<file path="src/rtl/rr_encode_arbiter.sv">
// Four-requester round-robin arbiter with a registered one-hot grant, its binary
// index, a hold-time limit that forces release, and one dead RELEASE cycle per handoff.
module rr_encode_arbiter #(
  parameter int MAX_HOLD = 15
) (
  input  logic       clk,
  input  logic       rst_n,
  input  logic [3:0] req,
  input  logic       done,
  output logic [3:0] gnt,
  output logic [1:0] gnt_idx,
  output logic       gnt_valid,
  output logic       timeout
);

  localparam int HOLD_W = (MAX_HOLD > 1) ? $clog2(MAX_HOLD) : 1;
  localparam logic [HOLD_W-1:0] HOLD_LAST = HOLD_W'(MAX_HOLD - 1);

  typedef enum logic [1:0] {
    IDLE    = 2'd0,
    GRANT   = 2'd1,
    RELEASE = 2'd2
  } state_e;

  state_e            state_q, state_d;
  logic [1:0]        ptr_q, ptr_d;
  logic [HOLD_W-1:0] hold_cnt_q, hold_cnt_d;
  logic [3:0]        gnt_q, gnt_d;
  logic [1:0]        gnt_idx_q, gnt_idx_d;
  logic              gnt_valid_q, gnt_valid_d;
  logic              timeout_q, timeout_d;

  // Rotating priority scan: the first set request at or after ptr wins.
  logic [1:0] win_idx;
  logic [1:0] cand;
  logic       found;

  always_comb begin
    win_idx = 2'd0;
    cand    = 2'd0;
    found   = 1'b0;
    for (int k = 0; k < 4; k++) begin
      cand = ptr_q + k[1:0];
      if (!found && req[cand]) begin
        win_idx = cand;
        found   = 1'b1;
      end
    end
  end

  logic owner_drop;
  logic at_limit;

  assign owner_drop = !req[gnt_idx_q];
  assign at_limit   = (hold_cnt_q == HOLD_LAST);

  // NOTE: every always_comb output gets a default first so no path leaves it
  // unassigned; otherwise synthesis infers a latch to hold the old value.
  always_comb begin
    state_d     = state_q;
    ptr_d       = ptr_q;
    hold_cnt_d  = hold_cnt_q;
    gnt_d       = gnt_q;
    gnt_idx_d   = gnt_idx_q;
    gnt_valid_d = gnt_valid_q;
    timeout_d   = 1'b0;

    unique case (state_q)
      IDLE: begin
        if (found) begin
          state_d     = GRANT;
          gnt_d       = 4'b0001 << win_idx;
          gnt_idx_d   = win_idx;
          gnt_valid_d = 1'b1;
          hold_cnt_d  = '0;
        end else begin
          gnt_d       = 4'b0000;
          gnt_idx_d   = 2'd0;
          gnt_valid_d = 1'b0;
        end
      end

      GRANT: begin
        if (done || owner_drop || at_limit) begin
          state_d     = RELEASE;
          ptr_d       = gnt_idx_q + 2'd1;
          gnt_d       = 4'b0000;
          gnt_idx_d   = 2'd0;
          gnt_valid_d = 1'b0;
          // A limit hit that coincides with a voluntary release is not a timeout.
          timeout_d   = at_limit && !done && !owner_drop;
        end else begin
          hold_cnt_d  = hold_cnt_q + 1'b1;
        end
      end

      RELEASE: begin
        state_d = IDLE;
      end

      default: begin
        state_d     = IDLE;
        gnt_d       = 4'b0000;
        gnt_idx_d   = 2'd0;
        gnt_valid_d = 1'b0;
      end
    endcase
  end

  // NOTE: sequential state uses non-blocking assignments so every register
  // samples the pre-edge values, independent of statement order.
  always_ff @(posedge clk or negedge rst_n) begin
    if (!rst_n) begin
      state_q     <= IDLE;
      ptr_q       <= 2'd0;
      hold_cnt_q  <= '0;
      gnt_q       <= 4'b0000;
      gnt_idx_q   <= 2'd0;
      gnt_valid_q <= 1'b0;
      timeout_q   <= 1'b0;
    end else begin
      state_q     <= state_d;
      ptr_q       <= ptr_d;
      hold_cnt_q  <= hold_cnt_d;
      gnt_q       <= gnt_d;
      gnt_idx_q   <= gnt_idx_d;
      gnt_valid_q <= gnt_valid_d;
      timeout_q   <= timeout_d;
    end
  end

  assign gnt       = gnt_q;
  assign gnt_idx   = gnt_idx_q;
  assign gnt_valid = gnt_valid_q;
  assign timeout   = timeout_q;

endmodule
</file>
<file path="config.mk">
export PLATFORM = sky130hd
export DESIGN_NAME = rr_encode_arbiter
export DESIGN_NICKNAME = d
export VERILOG_FILES = /design/src/rtl/rr_encode_arbiter.sv
export SDC_FILE = /design/constraint.sdc
export NUM_CORES = 1
export LEC_CHECK = 0
export BUFFER_PORTS_ARGS = -buffer_cell sky130_fd_sc_hd__buf_2
export CAP_MARGIN = 0
export CORE_MARGIN = 2
export CORE_UTILIZATION = 35
export DETAILED_ROUTE_END_ITERATION = 10
export GPL_TIMING_DRIVEN = 0
export PLACE_DENSITY = 0.63
export SLEW_MARGIN = 20
export SYNTH_ARGS = -nofsm -noshare
export SYNTH_HDL_FRONTEND = slang
export SYNTH_SLANG_ARGS = --single-unit
</file>
<file path="constraint.sdc">
create_clock -name clk -period 3.25 [get_ports clk]
set_clock_uncertainty 0.15 [all_clocks]
set_input_delay 0.65 -clock clk [delete_from_list [all_inputs] [get_ports clk]]
set_output_delay 0.65 -clock clk [all_outputs]
set_load 0.01 [all_outputs]
</file>
==> impl_summary.md <==
Power
The maximum vdd ir drop is 0.460 mV. The share of total power dissipated in the clock network is 0.168. The sequential group share of total power is 0.410.

The power dissipated by switching net loads is 314 uW. The static leakage power is 0.000476 uW. Power spread over the standard cell area amounts to 832 nW/um^2. Of the total power, combinational logic draws 0.422. The internal portion of the total power is 490 uW. The net switching fraction of the power is 0.390. Summing internal, switching and leakage power gives 803 uW.

Min path
The min-delay analysis places its worst path in the category in -> async.

Clocking
The later pin in the worst-skew pair is clocked with a latency of 290 ps. Clock-pin slew was measured on the worst setup and hold paths at 100 ps. After clock tree synthesis, the setup repair step added 0 buffers. In this run the clock root is driven by a clkbuf_4. The TritonCTS buffer count is 3. The number of clock sinks is 16.

The longest clock path from root to sink contains 2 buffers. The number of hold buffers added after cts is 0. The TritonCTS clock tree is done. The number of levels in the clock H-tree is 1. The count of cells resized by post-cts repair is 0.

Layout
In the final layout, the multi-input gates occupy 409 sq um. The filler cells instantiated in the layout total 232. Measured on the finished design, the core utilization comes to 0.437. The post-route standard cell area excluding fillers is 966 sq um. Relative to the synthesized area, the layout overhead comes to 17.1%. The sequential cells in the finished layout cover a total of 400 sq um. The finished layout holds 120 standard cells, fillers aside. The number of nets in the final layout is 102. The share of post-route cells with drive strength above 1 is 0.283.

The antenna cell count is 0.

Placement
The weighted congestion at the end of routability-driven global placement is 0.743. The port buffer count is 14. The number of cells after detailed placement is 116. The cell area after placement is 930 sq um.

The HPWL after detailed placement is 1220 microns.

Timing
The portion of the clock cycle consumed by the worst path in the final layout is 0.621. The number of hold violations in the final report was 0. The highest achievable clock rate is 495 MHz. Setup total negative slack on the finished layout was measured at 0 ps. The final number of max-transition violations is 0.

Setup repair after global routing left no endpoint under its margin. The slew at the pin closest to its max-slew limit is 849 ps. Measured against its own limit, the worst slew margin works out to 0.430. The minimum clock period after layout is 2020 ps. Setup violations remaining at the end of the flow were counted as 0.

GRT
The first-pass GRT wire length is 2660 microns. The number of global-route vias before repair is 602. The met2 global-route usage is 0.223. The overall fraction of global-route tracks in use is 0.136.

The total overflow reported by the global router is 0. The global routing usage on met3 is 0.0600. For this run, global-route usage on met1 was measured as 0.165.

Entering global routing, the biggest net connects 17 pins. The number of antenna violations at the first check in global routing is 0. The layer with the highest usage is met2.

Route
The via total after detailed routing is 663. Using the TritonRoute via totals, the vias-per-cell ratio works out to 5.53. The count of nets left with antenna violations once routing finished came out at 0.

After detailed routing, the number of remaining DRC violations is 0. The detailed-route wire length per cell is 13.5 microns. The DRC violation total after the first TritonRoute iteration is 6. The total iterations of the first detailed-routing run is 4. After detailed routing, the total wire length is 1620 microns.

Worst setup path
STA classifies the critical path endpoint as a flop. The worst setup path is of the reg -> reg kind. The launch instance of the worst register-to-register path is hold_cnt_q[0]$_DFFE_PN0P_.

The sort of element at the start of the critical path is a flop. In this run the register-to-register setup slack is 1230 ps. Of all nets on the critical path, the largest fanout is 7. Data arrives at the worst endpoint at 2100 ps. The reg-to-reg critical path endpoint is gnt_idx[1]$_DFFE_PN0P_. Counting cells, the worst reg-to-reg path comes to 6. The required time at the worst-slack endpoint is 3330 ps.

Synthesis
Synthesis produced 74 cells. The number of flip-flops and latches in the synthesized netlist is 16. The xor/xnor share of the synthesized area is 0.0106. Of the total synthesized cell area, the portion taken by full adders, half adders and majority gates is 0.0303. The number of synthesized flops with an enable pin is 0. After synthesis, the cell types taking the most area are dfrtp_1, a32o_1, mux2_2. The synthesized net count is 83.

The top flip-flop cell by instance count after synthesis is dfrtp_1. After synthesis, the largest family of logic cells by area is compound AO/OA/AOI/OAI gates. The area fraction in compound gates after synthesis is 0.259. During synthesis, Yosys emitted a total of 0 warnings. Of the post-synthesis cell area, the dominant cell type holds 0.486.

The largest area contributor in the synthesized netlist is dfrtp_1. The synthesized netlist contains 33 unique library cells. The share of the Yosys chip area taken by registers is 0.486. The cell area after synthesis is 825 sq um. The simple-gate portion of the synthesized area is 0.143. After synthesis, the mean cell area works out to 11.1 sq um. After synthesis, the share of flip-flops with an asynchronous set or reset is 1.00.

Measured against the total synthesized area, the mux share comes to 0.0531.

Run status
The flow ran to the end, and the final reports show no timing, DRC or antenna violations.

Floorplan
The floorplan step defined a die boundary enclosing 2760 sq um. From bottom edge to top edge, the die measures 52.5 microns. The die outline width is 52.5 microns. The starting density of the core is 0.373. 15 I/O pins were placed.

The floorplan row count is 17. The area of the core is 2210 sq um.

Run
Across the run, the number of max-cap violations was 0.
==> through the flow <==
stage,setup slack [ps],hold WS (ps)
finish,1230,99.4
global route,1050,117
CTS,1220,109
detailed placement,1020,322
global placement,1020,315
floorplan,1260,204
==> per-layer routing <==
metal,up-vias,wire length [microns]
li1,320,-
met1,323,731
met2,18,799
met3,2,72
met4,0,13
met5,-,0
==> worst max path at each step <==
stage,cells past startpoint,slack (ps),end,start
finish,6,1230,gnt_idx[1]$_DFFE_PN0P_,hold_cnt_q[0]$_DFFE_PN0P_
global route,6,1050,gnt_idx[1]$_DFFE_PN0P_,hold_cnt_q[0]$_DFFE_PN0P_
CTS,6,1220,gnt_idx[1]$_DFFE_PN0P_,hold_cnt_q[0]$_DFFE_PN0P_
detailed placement,5,1020,ptr_q[1]$_DFFE_PN0P_,req[2]
global placement,5,1020,ptr_q[1]$_DFFE_PN0P_,req[2]
floorplan,4,1260,ptr_q[1]$_DFFE_PN0P_,req[2]
==> final cells by class <==
| class | instances | area share |
|---|---|---|
| multi-input combinational | 54 | 0.424 |
| tap | 28 | 0.0363 |
| clock buffer | 4 | 0.0376 |
| inverter | 4 | 0.0155 |
| timing repair buffer | 14 | 0.0725 |
| sequential | 16 | 0.415 |
==> power by group through the flow <==
| stage | combinational, uW | sequential, uW | clock, uW |
|---|---|---|---|
| 5_1_grt | 377 | 340 | 149 |
| 4_1_cts | 342 | 330 | 140 |
| 3_3_place_gp | 336 | 330 | 0 |
| 2_1_floorplan | 229 | 339 | 0 |
| 6_report | 339 | 329 | 135 |
| 3_5_place_dp | 341 | 333 | 0 |
==> cell families (layout without fill, tap and decap cells) <==
logic type	after synthesis	count (layout)
AO/OA/AOI/OAI	25	25
multiplexers	4	4
adder cells (fa/ha/maj)	2	2
XOR/XNOR	1	1
flip-flops	16	16
buffers and inverters	4	22
AND/OR/NAND/NOR	22	22
==> Yosys cell counts (all sizes together) (2+ instances only) <==
cell    count
nand2       4
nand2b      4
a22o        2
o31ai       2
nor2        4
a32o        4
o211ai      3
ha          2
nor2b       2
inv         4
mux2        3
o21ai       3
a21o        3
dfrtp      16
==> layout by cell type, fill, tap and decap left out, types with 2 or more instances in the layout <==
cell type  Yosys  final
a21o_1         2      2
mux2_2         3      3
ha_1           2      2
dfrtp_1       16     16
clkbuf_4       0      3
buf_2          0     14
nor2b_1        2      2
a22o_2         2      2
o21ai_0        3      3
o31ai_1        2      2
nand2_1        4      4
a32o_1         4      4
inv_1          4      4
nor2_1         4      4
nand2b_1       4      4
o211ai_1       3      3
==> state kept, by name (all words and copies together), names as in the netlist <==
name and cells:
timeout 1, hold_cnt_q 4, gnt_valid 1, gnt_idx 2, ptr_q 2, gnt 4, state_q 2
==> worst max-delay path, stage by stage (launching register included) <==
cell	delay (ps)
dfrtp_1	420
inv_1	60
ha_1	180
and3_1	200
nand2b_1	230
o22ai_1	480
a22o_2	240
No activity file was read; power rests on OpenSTA's default activity.
